### src/rtl/conv_1x3x3_ctrl.sv
// Sequencer for one conv_1X3X3 engine: loads weights and quantisation params,
// streams one feature-map channel, counts engine outputs, flags timeout/overrun.
module conv_1x3x3_ctrl #(
  parameter int IMG_W         = 12,
  parameter int IMG_H         = 14,
  parameter int ADDR_W        = 8,
  parameter int DRAIN_TIMEOUT = 64
) (
  input  logic              clk,
  input  logic              rst,
  input  logic              start,
  input  logic              abort,
  output logic              busy,
  output logic              done,
  output logic              err,
  output logic              param_rd,
  output logic [3:0]        param_addr,
  input  logic [15:0]       param_data,
  input  logic              pix_avail,
  output logic              pix_rd,
  output logic [ADDR_W-1:0] pix_addr,
  input  logic [7:0]        pix_data,
  output logic              conv_valid_in,
  output logic [7:0]        conv_din,
  output logic [7:0]        weight_11,
  output logic [7:0]        weight_12,
  output logic [7:0]        weight_13,
  output logic [7:0]        weight_21,
  output logic [7:0]        weight_22,
  output logic [7:0]        weight_23,
  output logic [7:0]        weight_31,
  output logic [7:0]        weight_32,
  output logic [7:0]        weight_33,
  output logic [7:0]        zero_point,
  output logic [7:0]        relu_zero_point,
  output logic [7:0]        zero_point_Z3,
  output logic [15:0]       scale_M0,
  output logic [3:0]        shift,
  input  logic              conv_valid_out
);

  localparam int unsigned NPARAM = 14;
  localparam int unsigned TMO_W  = $clog2(DRAIN_TIMEOUT + 1);
  localparam logic [ADDR_W-1:0] NPIX_C     = ADDR_W'(IMG_W * IMG_H);
  localparam logic [ADDR_W-1:0] LAST_PIX_C = ADDR_W'(IMG_W * IMG_H - 1);
  localparam logic [ADDR_W-1:0] EXP_C      = ADDR_W'((IMG_W - 2) * (IMG_H - 2));
  localparam logic [TMO_W-1:0]  TMO_LAST_C = TMO_W'(DRAIN_TIMEOUT - 1);
  localparam logic [3:0]        LD_LAST_C  = 4'(NPARAM);

  typedef enum logic [2:0] {IDLE, LOAD, STREAM, DRAIN, DONE} state_e;

  state_e            state_q, state_d;
  logic [3:0]        ld_cnt_q, ld_cnt_d;
  logic [ADDR_W-1:0] pix_cnt_q, pix_cnt_d;
  logic [ADDR_W-1:0] out_cnt_q, out_cnt_d;
  logic [TMO_W-1:0]  tmo_q, tmo_d;
  logic              err_q, err_d;
  logic              prd_dly_q;
  logic [3:0]        paddr_dly_q;
  logic              vin_q;
  logic [7:0]        din_q;
  logic [7:0]        w_q [9];
  logic [7:0]        zp_q, rzp_q, z3_q;
  logic [15:0]       scale_q;
  logic [3:0]        shift_q;

  always_comb begin
    state_d   = state_q;
    ld_cnt_d  = ld_cnt_q;
    pix_cnt_d = pix_cnt_q;
    out_cnt_d = out_cnt_q;
    tmo_d     = tmo_q;
    err_d     = err_q;
    param_rd  = 1'b0;
    pix_rd    = 1'b0;

    unique case (state_q)
      IDLE: begin
        if (start) begin
          err_d    = 1'b0;
          ld_cnt_d = '0;
          state_d  = LOAD;
        end
      end
      LOAD: begin
        param_rd = (ld_cnt_q < LD_LAST_C);
        ld_cnt_d = ld_cnt_q + 4'd1;
        // Extra cycle after the last read lets the final word be captured.
        if (ld_cnt_q == LD_LAST_C) begin
          ld_cnt_d = '0;
          state_d  = STREAM;
        end
      end
      STREAM: begin
        pix_rd = pix_avail && (pix_cnt_q < NPIX_C);
        if (pix_rd) begin
          pix_cnt_d = pix_cnt_q + 1'b1;
          if (pix_cnt_q == LAST_PIX_C) state_d = DRAIN;
        end
      end
      DRAIN: begin
        tmo_d = tmo_q + 1'b1;
        if (out_cnt_q == EXP_C) begin
          state_d = DONE;
        end else if (tmo_q == TMO_LAST_C) begin
          err_d   = 1'b1;
          state_d = DONE;
        end
      end
      DONE: begin
        state_d   = IDLE;
        pix_cnt_d = '0;
        out_cnt_d = '0;
        tmo_d     = '0;
      end
      default: state_d = IDLE;
    endcase

    if ((state_q == STREAM || state_q == DRAIN) && conv_valid_out) begin
      if (out_cnt_q == EXP_C) err_d = 1'b1;
      else                    out_cnt_d = out_cnt_q + 1'b1;
    end

    if (abort && state_q != IDLE) begin
      state_d   = IDLE;
      ld_cnt_d  = '0;
      pix_cnt_d = '0;
      out_cnt_d = '0;
      tmo_d     = '0;
      err_d     = err_q;
    end
  end

  always_ff @(posedge clk) begin
    if (rst) begin
      state_q     <= IDLE;
      ld_cnt_q    <= '0;
      pix_cnt_q   <= '0;
      out_cnt_q   <= '0;
      tmo_q       <= '0;
      err_q       <= 1'b0;
      prd_dly_q   <= 1'b0;
      paddr_dly_q <= '0;
      vin_q       <= 1'b0;
      din_q       <= '0;
      zp_q        <= '0;
      rzp_q       <= '0;
      z3_q        <= '0;
      scale_q     <= '0;
      shift_q     <= '0;
      for (int unsigned i = 0; i < 9; i++) w_q[i] <= '0;
    end else begin
      state_q     <= state_d;
      ld_cnt_q    <= ld_cnt_d;
      pix_cnt_q   <= pix_cnt_d;
      out_cnt_q   <= out_cnt_d;
      tmo_q       <= tmo_d;
      err_q       <= err_d;
      prd_dly_q   <= param_rd & ~abort;
      paddr_dly_q <= param_addr;
      vin_q       <= pix_rd & ~abort;
      din_q       <= conv_din;
      if (prd_dly_q) begin
        case (paddr_dly_q)
          4'd9:    zp_q    <= param_data[7:0];
          4'd10:   scale_q <= param_data;
          4'd11:   shift_q <= param_data[3:0];
          4'd12:   rzp_q   <= param_data[7:0];
          4'd13:   z3_q    <= param_data[7:0];
          default: if (paddr_dly_q < 4'd9) w_q[paddr_dly_q] <= param_data[7:0];
        endcase
      end
    end
  end

  // Pixel RAM data arrives the cycle after the read; pass it straight through.
  assign conv_valid_in   = vin_q;
  assign conv_din        = vin_q ? pix_data : din_q;
  assign param_addr      = param_rd ? ld_cnt_q : '0;
  assign pix_addr        = pix_cnt_q;
  assign busy            = (state_q != IDLE);
  assign done            = (state_q == DONE);
  assign err             = err_q;
  assign weight_11       = w_q[0];
  assign weight_12       = w_q[1];
  assign weight_13       = w_q[2];
  assign weight_21       = w_q[3];
  assign weight_22       = w_q[4];
  assign weight_23       = w_q[5];
  assign weight_31       = w_q[6];
  assign weight_32       = w_q[7];
  assign weight_33       = w_q[8];
  assign zero_point      = zp_q;
  assign relu_zero_point = rzp_q;
  assign zero_point_Z3   = z3_q;
  assign scale_M0        = scale_q;
  assign shift           = shift_q;

endmodule

### config.mk
export PLATFORM = sky130hd
export DESIGN_NAME = conv_1x3x3_ctrl
export DESIGN_NICKNAME = d
export VERILOG_FILES = /design/src/rtl/conv_1x3x3_ctrl.sv
export SDC_FILE = /design/constraint.sdc
export NUM_CORES = 1
export LEC_CHECK = 0
export ABC_CLOCK_PERIOD_IN_PS = 2800
export BUFFER_PORTS_ARGS = -buffer_cell sky130_fd_sc_hd__buf_2
export CAP_MARGIN = 15
export CORE_MARGIN = 1.5
export CORE_UTILIZATION = 30
export CTS_BUF_LIST = sky130_fd_sc_hd__clkbuf_4
export CTS_CLUSTER_DIAMETER = 40
export CTS_CLUSTER_SIZE = 24
export DETAILED_ROUTE_END_ITERATION = 12
export GPL_ROUTABILITY_DRIVEN = 0
export PLACE_DENSITY = 0.59
export REMOVE_ABC_BUFFERS = 1
export SLEW_MARGIN = 30
export SYNTH_ARGS = -nofsm -noshare
export SYNTH_HDL_FRONTEND = slang
export SYNTH_SLANG_ARGS = --single-unit
### constraint.sdc
create_clock -name clk -period 2.8 [get_ports clk]
set_clock_uncertainty 0.15 [all_clocks]
set_input_delay 0.28 -clock clk [delete_from_list [all_inputs] [get_ports clk]]
set_output_delay 0.28 -clock clk [all_outputs]
set_load 0.005 [all_outputs]
==> metrics.cfg, run 1 <==
[outcome]
outcome=complete, no violations

[route]
drtIter0Drc=213
detail_route.wl_per_cell_um=15.0
finalWirelength_um=15600
antenna_left=0
viasPerCell=4.56
dr.pass1.iters=4
vias=4738
drc=0

[global_route]
antenna_found_initial=0
grt_max_degree=43
top_usage_layer=met2
grt_usage_pct=13.6
gr-usage-met1_pct=19.0
grt_pass1_wl_um=23400
met3_usage_pct=3.17
first_global_vias=4255
grt_overflow=0
grtUsageMet2_pct=20.9

[critical_path]
cp_max_fo=12
rr_startpoint=paddr_dly_q[2]
r2r_end=w_q[2][4]
worst_ep_arrival_time_ns=1.92
cp-start-kind=register
worstPathCellList=nor3b_2 > nand2_1 > inv_1 > buf_2
ff2ff_path_depth=3
worst_path_largest_cell_delay_ns=0.55
required_ns=2.37
crit_slowest_cell=dfxtp_1
cp-end-kind=output port
crit_type=register to output port
reg2reg_slack_ns=0.54

[synth]
yosysWarningCount=0
syn-instance-count=562
syn_area_per_cell_sq_um=11.5
yosysMostFrequentCell=dfxtp_1
syn_area_sq_um=6480
synth_edf_count=72
synth.area.top_cells=edfxtp_1 33%, dfxtp_1 28%, and2_1 7.3%
synthTopCellsByCount=89 x dfxtp_1, 78 x nor2_1, 76 x and2_1
async_flop_share_pct=0
ys_seq_area_share_pct=60.9
synth_top_area_share_pct=33.4
ys_ff_latch=161
ys.flop_type=dfxtp_1
ys_types=53
synth_top_area_cell=edfxtp_1

[min_path]
hold_depth=3
min-delay-start=param_data[4]
holdCritPathClass=primary input to register
holdPathEnd=scale_M0[4]

[clocking]
clock_latency_ns=0.53
cts_max_path_buffers=2
cts_root_buf=clkbuf_4
post_cts_buffers=0
cts_sinks=161
htreeDepth=4
cts_buffers=17
clk_pin_slew_worst_paths_ns=0.13
cts_tree=done

[timing]
slew_headroom_pct=56.2
finalHoldViolCount=0
rsz0062_at_grt=no
tns_ns=0
post-route-min-period_ns=2.35
fmax_ghz=0.426
timing.final.max_slew_violations=0
fin_crit_sh_pct=83.9
final-setup-viol-count=0
tightest_slew_ns=0.658

[layout]
syn2layout_area_growth_pct=25.4
drive_gt1_share_pct=32.0
antenna_cells=0
stdcell_area_sq_um=8120
final_nets=786

[floorplan]
num_rows=53
die_h_um=150
start_util_pct=30.7
fp.dieW_um=150
num_io_pins=172
fp.dieArea_sq_um=22500
core_area_sq_um=21100

[placement]
port_buffers=171
placed_area_sq_um=7640
hpwl_um=10700

[pwr]
vdd_ir_drop_max_v=0.000219
p_per_area_nw_per_um2=542
leakagePower_nw=3.47

[flow_run]
drv_cap=0

==> layout by cell type (no fill, tap or decap), drive strengths merged, types with 12 or more instances in the layout <==
| master | n |
|---|---|
| clkbuf | 18 |
| nor2 | 78 |
| edfxtp | 72 |
| and2 | 76 |
| dfxtp | 89 |
| mux2i | 46 |
| a21oi | 12 |
| or2 | 14 |
| dlygate4sd3 | 20 |
| buf | 184 |
==> flip-flops by register name, indices dropped and copies added (netlist names) <==
signal	flops
state_q	3
err	1
w_q	72
din_q	8
relu_zero_point	8
shift	4
pix_addr	8
prd_dly_q	1
zero_point_Z3	8
zero_point	8
out_cnt_q	8
paddr_dly_q	4
ld_cnt_q	4
scale_M0	16
conv_valid_in	1
tmo_q	7
==> layer usage <==
metal / routed length, um / share of wire [%]
met1: 7670 / 49
met3: 900 / 5.8
met2: 6800 / 44
met4: 198 / 1.3
met5: 0 / 0
==> logic make-up (layout without fill, tap and decap cells) <==
logic type	after synthesis	in the layout	share of synthesized area (%)
simple gates	243	243	20.6
flops	161	161	60.9
mux	54	54	8.50
compound gates	53	53	5.70
buf+inv	39	242	2.45
xor+xnor	8	8	1.08
fa+ha+maj	4	4	0.773
==> per-stage QoR <==
step | hold WS [ns] | util, % | power (W) | setup slack, ns | std cells
after global routing | 0.0107 | 38.5 | 0.00461 | 0.209 | 1040
after global placement | 0.306 | 36.2 | 0.00307 | 0.593 | 988
after floorplan | 0.202 | - | 0.00285 | 0.786 | 529
after detailed placement | 0.312 | 36.2 | 0.00307 | 0.526 | 988
final | 0.0565 | 38.5 | 0.00440 | 0.452 | 1040
after CTS | 0.00308 | 38.5 | 0.00446 | 0.150 | 1040
==> cell type report <==
type / count / area [sq um]
Multi-Input combinational cell: 362 / 2380
Timing Repair Buffer: 204 / 1150
Tap cell: 275 / 344
Clock buffer: 18 / 135
Clock inverter: 14 / 141
Inverter: 6 / 22.5
Sequential cell: 161 / 3940
Fill cell: 2119 / 13000
==> worst max-delay path by stage <==
| stage | from | to | slack, ns | cells after the start |
|---|---|---|---|---|
| after floorplan | paddr_dly_q[0] | scale_M0[0] | 0.79 | 4 |
| after global placement | rst | w_q[2][6] | 0.59 | 4 |
| after detailed placement | paddr_dly_q[2] | w_q[2][6] | 0.53 | 3 |
| after CTS | state_q[0] | param_rd | 0.15 | 4 |
| after global routing | state_q[0] | param_rd | 0.21 | 4 |
| final | state_q[0] | param_rd | 0.45 | 4 |
==> repair_timing <==
| item | CTS | global route |
|---|---|---|
| resized for setup | 0 | 1 |
| hold buffers | 20 | 0 |
| hold endpoints to repair | 26 | 0 |
| setup endpoints to repair | 0 | 1 |
==> power by group <==
| group | total, W | internal, W | switching [W] |
|---|---|---|---|
| registers | 0.00258 | 0.00252 | 0.0000671 |
| clock network | 0.00136 | 0.000538 | 0.000825 |
| logic | 0.000456 | 0.000187 | 0.000270 |
| total | 0.00440 | 0.00324 | 0.00116 |
==> worst max-delay path, delay by kind of cell (launching register included) <==
kind	cells	cell delay, ns
simple gates	2	0.62
buf+inv	2	0.23
flops	1	0.55
No activity file was read; power rests on OpenSTA's default activity.
==> run 2, diff against run 1 <==
--- a/config.mk
+++ b/config.mk
@@ -5,7 +5,7 @@
 export SDC_FILE = /design/constraint.sdc
 export NUM_CORES = 1
 export LEC_CHECK = 0
-export ABC_CLOCK_PERIOD_IN_PS = 2800
+export ABC_CLOCK_PERIOD_IN_PS = 2050
 export BUFFER_PORTS_ARGS = -buffer_cell sky130_fd_sc_hd__buf_2
 export CAP_MARGIN = 15
 export CORE_MARGIN = 1.5
@@ -15,7 +15,7 @@
 export CTS_CLUSTER_SIZE = 24
 export DETAILED_ROUTE_END_ITERATION = 12
 export GPL_ROUTABILITY_DRIVEN = 0
-export PLACE_DENSITY = 0.59
+export PLACE_DENSITY = 0.61
 export REMOVE_ABC_BUFFERS = 1
 export SLEW_MARGIN = 30
 export SYNTH_ARGS = -nofsm -noshare
==> constraint.sdc (replaced) <==
create_clock -name clk -period 2.05 [get_ports clk]
set_clock_uncertainty 0.15 [all_clocks]
set_input_delay 0.205 -clock clk [delete_from_list [all_inputs] [get_ports clk]]
set_output_delay 0.205 -clock clk [all_outputs]
set_load 0.005 [all_outputs]
==> run 2 against run 1 <==
Compared with the run above:
- sequential share of layout area is 1.9 points lower
- die area stayed put
- count of clock-buffer cells in the layout is 2 higher
- non-clock buffer count is 30 higher
- final cell count is 2.9% higher
- register-to-register slack worse by 0.46 ns
- critical path depth is 1 lower
- critical path type is now register to register
==> metrics.cfg, run 2 (same netlist as run 1, synthesis figures left out) <==
[min_path]
holdCritPathClass=primary input to register  ; unchanged

[clocking]
htreeDepth=4  ; unchanged
clock_latency_ns=0.53  ; about the same
cts_buffers=17  ; unchanged
cts_max_path_buffers=2  ; unchanged
cts_tree=done  ; unchanged
clk_pin_slew_worst_paths_ns=0.12  ; was 0.13 ns
cts_sinks=161  ; unchanged
cts_root_buf=clkbuf_4  ; unchanged

[timing]
timing.final.max_slew_violations=0  ; unchanged
finalHoldViolCount=0  ; unchanged
fin_crit_sh_pct=96.3
post-route-min-period_ns=1.97
tns_ns=0  ; unchanged
tightest_slew_ns=0.526  ; was 0.658 ns
rsz0062_at_grt=yes  ; was no
fmax_ghz=0.507
slew_headroom_pct=64.0  ; was 56.2%
final-setup-viol-count=0  ; unchanged
holdWs_ns=0.300  ; was 0.0565 ns

[critical_path]
required_ns=2.13  ; was 2.37 ns
worst_path_largest_cell_delay_ns=0.73  ; was 0.55 ns
crit_type=register to register  ; was register to output port
crit_slowest_cell=or4b_2  ; was dfxtp_1
r2r_end=w_q[0][3]  ; was w_q[2][4]
cp_max_fo=8  ; was 12
critPathTopFamily=simple AND/OR/NAND/NOR gates  ; unchanged
rr_startpoint=paddr_dly_q[3]  ; was paddr_dly_q[2]
worst_ep_arrival_time_ns=2.06  ; was 1.92 ns
worstPathCellList=or4b_2 > nor2_1 > or2_2  ; was nor3b_2 > nand2_1 > inv_1 > buf_2
crit_start=paddr_dly_q[3]  ; was state_q[0]
crit_cells=3  ; was 4
cp-end-kind=register  ; was output port
endpoint=w_q[0][3]  ; was param_rd
path_buf_inv=0  ; was 2
reg2reg_slack_ns=0.08  ; was 0.54 ns
ff2ff_path_depth=3  ; unchanged
cp-start-kind=register  ; unchanged

[pwr]
pwr-share-clk_pct=31.8  ; was 31.0%
vdd_ir_drop_max_v=0.000325  ; was 0.000219 V
switching_share_pct=25.6  ; was 26.4%
p_per_area_nw_per_um2=749  ; was 542 nW/um^2
power_frac_seq_pct=55.3  ; was 58.7%
leakagePower_nw=3.65  ; was 3.47 nW
finalPower_w=0.00636  ; was 0.00440 W
p_switching_w=0.00163  ; was 0.00116 W
internal_power_w=0.00473  ; was 0.00324 W
pwr-share-comb_pct=12.9  ; was 10.4%

[outcome]
outcome=complete, no violations  ; unchanged

[global_route]
grt_pass1_wl_um=24200  ; was 23400 um
grt_overflow=0  ; unchanged
grt_max_degree=72  ; was 43
grt_usage_pct=14.1  ; was 13.6%
first_global_vias=4531  ; was 4255
antenna_found_initial=0  ; unchanged

[route]
dr.pass1.iters=5  ; was 4
drtIter0Drc=211  ; was 213
antenna_left=0  ; unchanged
drc=0  ; unchanged
detail_route.wl_per_cell_um=14.7  ; was 15.0 um
viasPerCell=4.50  ; was 4.56
finalWirelength_um=15700  ; was 15600 um
vias=4811  ; was 4738

[layout]
drive_gt1_share_pct=35.5  ; was 32.0%
final_nets=816  ; was 786
largest_reg_flops=72  ; unchanged
multiInputGateArea_sq_um=2430  ; was 2380 sq um
fillers=2080  ; was 2119
regArea_sq_um=3960  ; was 3940 sq um
mostFrequentLayoutCell=buf_2  ; unchanged
stdcell_area_sq_um=8490  ; was 8120 sq um
stdcell_count=1070  ; was 1040
largest-register=w_q  ; unchanged
layout_common_cells=171 x buf_2, 81 x dfxtp_1, 78 x nor2_1, 76 x and2_1, 72 x edfxtp_1  ; was 171 x buf_2, 89 x dfxtp_1, 78 x nor2_1, 76 x and2_1, 72 x edfxtp_1
antenna_cells=0  ; unchanged
syn2layout_area_growth_pct=31.0  ; was 25.4%

[placement]
placed_area_sq_um=7770  ; was 7640 sq um
port_buffers=171  ; unchanged
placed_cells=1003  ; was 988
hpwl_um=10800  ; was 10700 um

[flow_run]
drv_cap=0  ; unchanged

[floorplan]
fp.dieW_um=150  ; unchanged
num_rows=53  ; unchanged
die_h_um=150  ; unchanged
core_area_sq_um=21100  ; unchanged
start_util_pct=30.7  ; unchanged
fp.dieArea_sq_um=22500  ; unchanged
num_io_pins=172  ; unchanged

## run 2: repair_timing
action                                  in CTS  in global routing
endpoints found under the setup margin      16                  8
gates cloned                                 0                  0
pin swaps                                    1                  0
endpoints found under the hold margin       79                  0
setup buffers                                3                  3
gates resized for setup                     15                  7
hold buffers                                30                  0
## run 2: final cells by class
class / instances / share of cell area, %
inverters: 6 / 0.265
clock inverters: 12 / 1.87
repair buffers: 234 / 16.7
multi-input cells: 362 / 28.7
well taps: 275 / 4.05
flip-flops and latches: 161 / 46.7
clock buffers: 20 / 1.77
## run 2: per-stage QoR
| stage | utilization, % | setup WS (ns) |
|---|---|---|
| floorplan | - | 0.0361 |
| finish | 40.3 | 0.0762 |
| global route | 40.3 | -0.0137 |
| detailed placement | 36.9 | 0.0889 |
| global placement | 36.9 | 0.100 |
| CTS | 40.0 | -0.00234 |
## run 2: power groups by stage
stage / Sequential (W) / Combinational (W) / Clock (W)
floorplan: 0.00358 / 0.000305 / 0
global placement: 0.00359 / 0.000666 / 0
detailed placement: 0.00360 / 0.000670 / 0
CTS: 0.00352 / 0.000783 / 0.00211
global route: 0.00353 / 0.000917 / 0.00224
finish: 0.00352 / 0.000822 / 0.00202
## run 2: worst reg2reg max path, delay by kind of cell, from the launching register on
family,cells,cell delay (ns)
AND/OR/NAND/NOR,3,1.18
flip-flops,1,0.36
## run 2: worst min path at each step
stage | from | to | slack, ns | depth (start not counted)
floorplan | rst | din_q[0] | 0.13 | 1
CTS | param_data[11] | scale_M0[11] | 0.23 | 4
global route | param_data[11] | scale_M0[11] | 0.26 | 4
detailed placement | param_data[14] | scale_M0[14] | 0.30 | 3
global placement | param_data[11] | scale_M0[11] | 0.29 | 3
finish | param_data[11] | scale_M0[11] | 0.30 | 4
## run 2: routing by layer
metal	vias to the layer above	global-route usage, %	part of all wire, %
met1	2256	18.6	48
met3	12	3.23	4.7
li1	2397	-	-
met4	0	3.82	0.92
met5	-	0	0
met2	146	23.1	46
==> run 3, diff against run 2 <==
--- a/config.mk
+++ b/config.mk
@@ -6,17 +6,16 @@
 export NUM_CORES = 1
 export LEC_CHECK = 0
 export ABC_CLOCK_PERIOD_IN_PS = 2050
-export BUFFER_PORTS_ARGS = -buffer_cell sky130_fd_sc_hd__buf_2
 export CAP_MARGIN = 15
-export CORE_MARGIN = 1.5
+export CORE_MARGIN = 5
 export CORE_UTILIZATION = 30
 export CTS_BUF_LIST = sky130_fd_sc_hd__clkbuf_4
 export CTS_CLUSTER_DIAMETER = 40
 export CTS_CLUSTER_SIZE = 24
 export DETAILED_ROUTE_END_ITERATION = 12
+export DONT_BUFFER_PORTS = 1
 export GPL_ROUTABILITY_DRIVEN = 0
-export PLACE_DENSITY = 0.61
-export REMOVE_ABC_BUFFERS = 1
+export PLACE_DENSITY = 0.54
 export SLEW_MARGIN = 30
 export SYNTH_ARGS = -nofsm -noshare
 export SYNTH_HDL_FRONTEND = slang
==> run 3 against run 2 <==
Compared with the run above:
- sequential share of layout area rose by 5.1 points
- design area fell by 10%
- sequential power barely moved
- maximum frequency rose by 0.27%
- clock power rose by 5%
- total power fell by 0.56%
- final cell count fell by 16%
- flip-flop and latch count did not move
- critical endpoint is now w_q[1][2]
- highest routed layer is now met5
==> metrics.cfg, run 3 (same netlist as run 1, synthesis figures left out) <==
[layout]
mostFrequentLayoutCell=dfxtp_1  ; was buf_2
syn2layout_area_growth_pct=18.0  ; was 31.0%
final_nets=646  ; was 816
stdcell_count=901  ; was 1070
largest-register=w_q  ; unchanged
largest_reg_flops=72  ; unchanged
layout_common_cells=82 x dfxtp_1, 78 x nor2_1, 76 x and2_1, 72 x edfxtp_1, 46 x mux2i_1  ; was 171 x buf_2, 81 x dfxtp_1, 78 x nor2_1, 76 x and2_1, 72 x edfxtp_1
fillers=2065  ; was 2080
drive_gt1_share_pct=16.3  ; was 35.5%
stdcell_area_sq_um=7640  ; was 8490 sq um

[global_route]
grt_usage_pct=13.4  ; was 14.1%
grt_overflow=0  ; unchanged
first_global_vias=4282  ; was 4531
grt_max_degree=71  ; was 72
antenna_found_initial=1  ; was 0
grt_pass1_wl_um=25400  ; was 24200 um

[min_path]
min-delay-start=rst  ; was param_data[11]
hold_depth=4  ; unchanged
holdCritPathClass=primary input to register  ; unchanged
holdPathEnd=w_q[2][5]  ; was scale_M0[11]

[critical_path]
ff2ff_path_depth=3  ; unchanged
crit_type=register to register  ; unchanged
r2r_end=w_q[1][2]  ; was w_q[0][3]
cp-start-kind=register  ; unchanged
worst_ep_arrival_time_ns=2.07  ; was 2.06 ns
reg2reg_slack_ns=0.08  ; about the same
cp-end-kind=register  ; unchanged
cp_max_fo=8  ; unchanged
required_ns=2.15  ; was 2.13 ns
rr_startpoint=paddr_dly_q[3]  ; unchanged

[route]
drc=0  ; unchanged
dr.pass1.iters=4  ; was 5
viasPerCell=4.80  ; was 4.50
vias=4326  ; was 4811
finalWirelength_um=17000  ; was 15700 um
detail_route.wl_per_cell_um=18.9  ; was 14.7 um
drtIter0Drc=203  ; was 211
antenna_left=0  ; unchanged

[floorplan]
die_h_um=157  ; was 150 um
fp.dieArea_sq_um=24600  ; was 22500 sq um
num_rows=53  ; unchanged
core_area_sq_um=21200  ; was 21100 sq um
start_util_pct=30.6  ; was 30.7%
num_io_pins=172  ; unchanged
fp.dieW_um=157  ; was 150 um

[clocking]
cts_tree=done  ; unchanged
htreeDepth=4  ; unchanged
cts_root_buf=clkbuf_4  ; unchanged
clk_pin_slew_worst_paths_ns=0.16  ; was 0.12 ns
clock_latency_ns=0.53  ; about the same
cts_max_path_buffers=2  ; unchanged
cts_sinks=161  ; unchanged
cts_buffers=17  ; unchanged

[pwr]
p_per_area_nw_per_um2=828  ; was 749 nW/um^2
finalPower_w=0.00632  ; was 0.00636 W
vdd_ir_drop_max_v=0.000277  ; was 0.000325 V
leakagePower_nw=2.85  ; was 3.65 nW

[timing]
fin_crit_sh_pct=96.0  ; was 96.3%
timing.final.max_slew_violations=0  ; unchanged
tns_ns=0  ; unchanged
final-setup-viol-count=0  ; unchanged
fmax_ghz=0.508  ; was 0.507 GHz
tightest_slew_ns=0.792  ; was 0.526 ns
finalHoldViolCount=0  ; unchanged
slew_headroom_pct=47.1  ; was 64.0%
post-route-min-period_ns=1.97  ; about the same

[placement]
placed_cells=832  ; was 1003
port_buffers=0  ; was 171
hpwl_um=11700  ; was 10800 um
placed_area_sq_um=6900  ; was 7770 sq um

[synth]
synthesis.nets=596

[flow_run]
drv_cap=0  ; unchanged

[outcome]
outcome=complete, no violations  ; unchanged

[run 3: repair_timing]
action	in CTS	in global routing
setup endpoints to repair	5	8
pin swaps	0	1
gates resized for setup	1	11
hold buffers	36	0
endpoints found under the hold margin	231	0
setup buffers	0	0
[run 3: worst max-delay path by stage]
stage                         startpoint            end  slack [ns]  cells past startpoint
after floorplan           paddr_dly_q[2]      w_q[1][0]       -0.03                      4
after global placement    paddr_dly_q[3]      w_q[1][5]        0.11                      3
after detailed placement  paddr_dly_q[3]      w_q[1][3]        0.08                      3
after CTS                    ld_cnt_q[1]       param_rd       0.005                      4
after global routing          state_q[0]  param_addr[0]      -0.009                      3
final                     paddr_dly_q[3]      w_q[1][2]        0.08                      3
[run 3: power by group]
group	internal (W)	switching, W
Clock	0.000904	0.00123
Combinational	0.000276	0.000375
Sequential	0.00344	0.0000957
[run 3: through the flow]
stage	hold slack [ns]	util, %	setup slack, ns
floorplan	0.132	-	-0.0349
global placement	0.142	32.6	0.111
detailed placement	0.145	32.6	0.0797
CTS	0.122	36.0	0.00452
global route	0.118	36.1	-0.00941
finish	0.171	36.1	0.0816
[run 3: critical path: stages, from the launching register on]
cell     delay [ns]
dfxtp_1        0.33
or4b_2         0.75
nor2_1         0.21
or2_2          0.26
[run 3: area by class of cell]
| class | count | area [sq um] | area share (%) |
|---|---|---|---|
| sequential | 161 | 3950 | 51.7 |
| tap | 275 | 344 | 4.50 |
| timing repair buffer | 64 | 588 | 7.69 |
| multi-input combinational | 362 | 2400 | 31.4 |
| antenna | 1 | 2.50 | 0.0327 |
| clock inverter | 14 | 195 | 2.55 |
| clock buffer | 18 | 135 | 1.77 |
| inverter | 6 | 22.5 | 0.295 |
[run 3: layer usage]
layer  share of wire, %  up-vias  GRT usage, %
li1                   -     2072             -
met2                 51      128          23.1
met3                8.1       18          4.98
met1                 40     2106          16.0
met4               0.99        2          3.26
met5              0.076        -             0
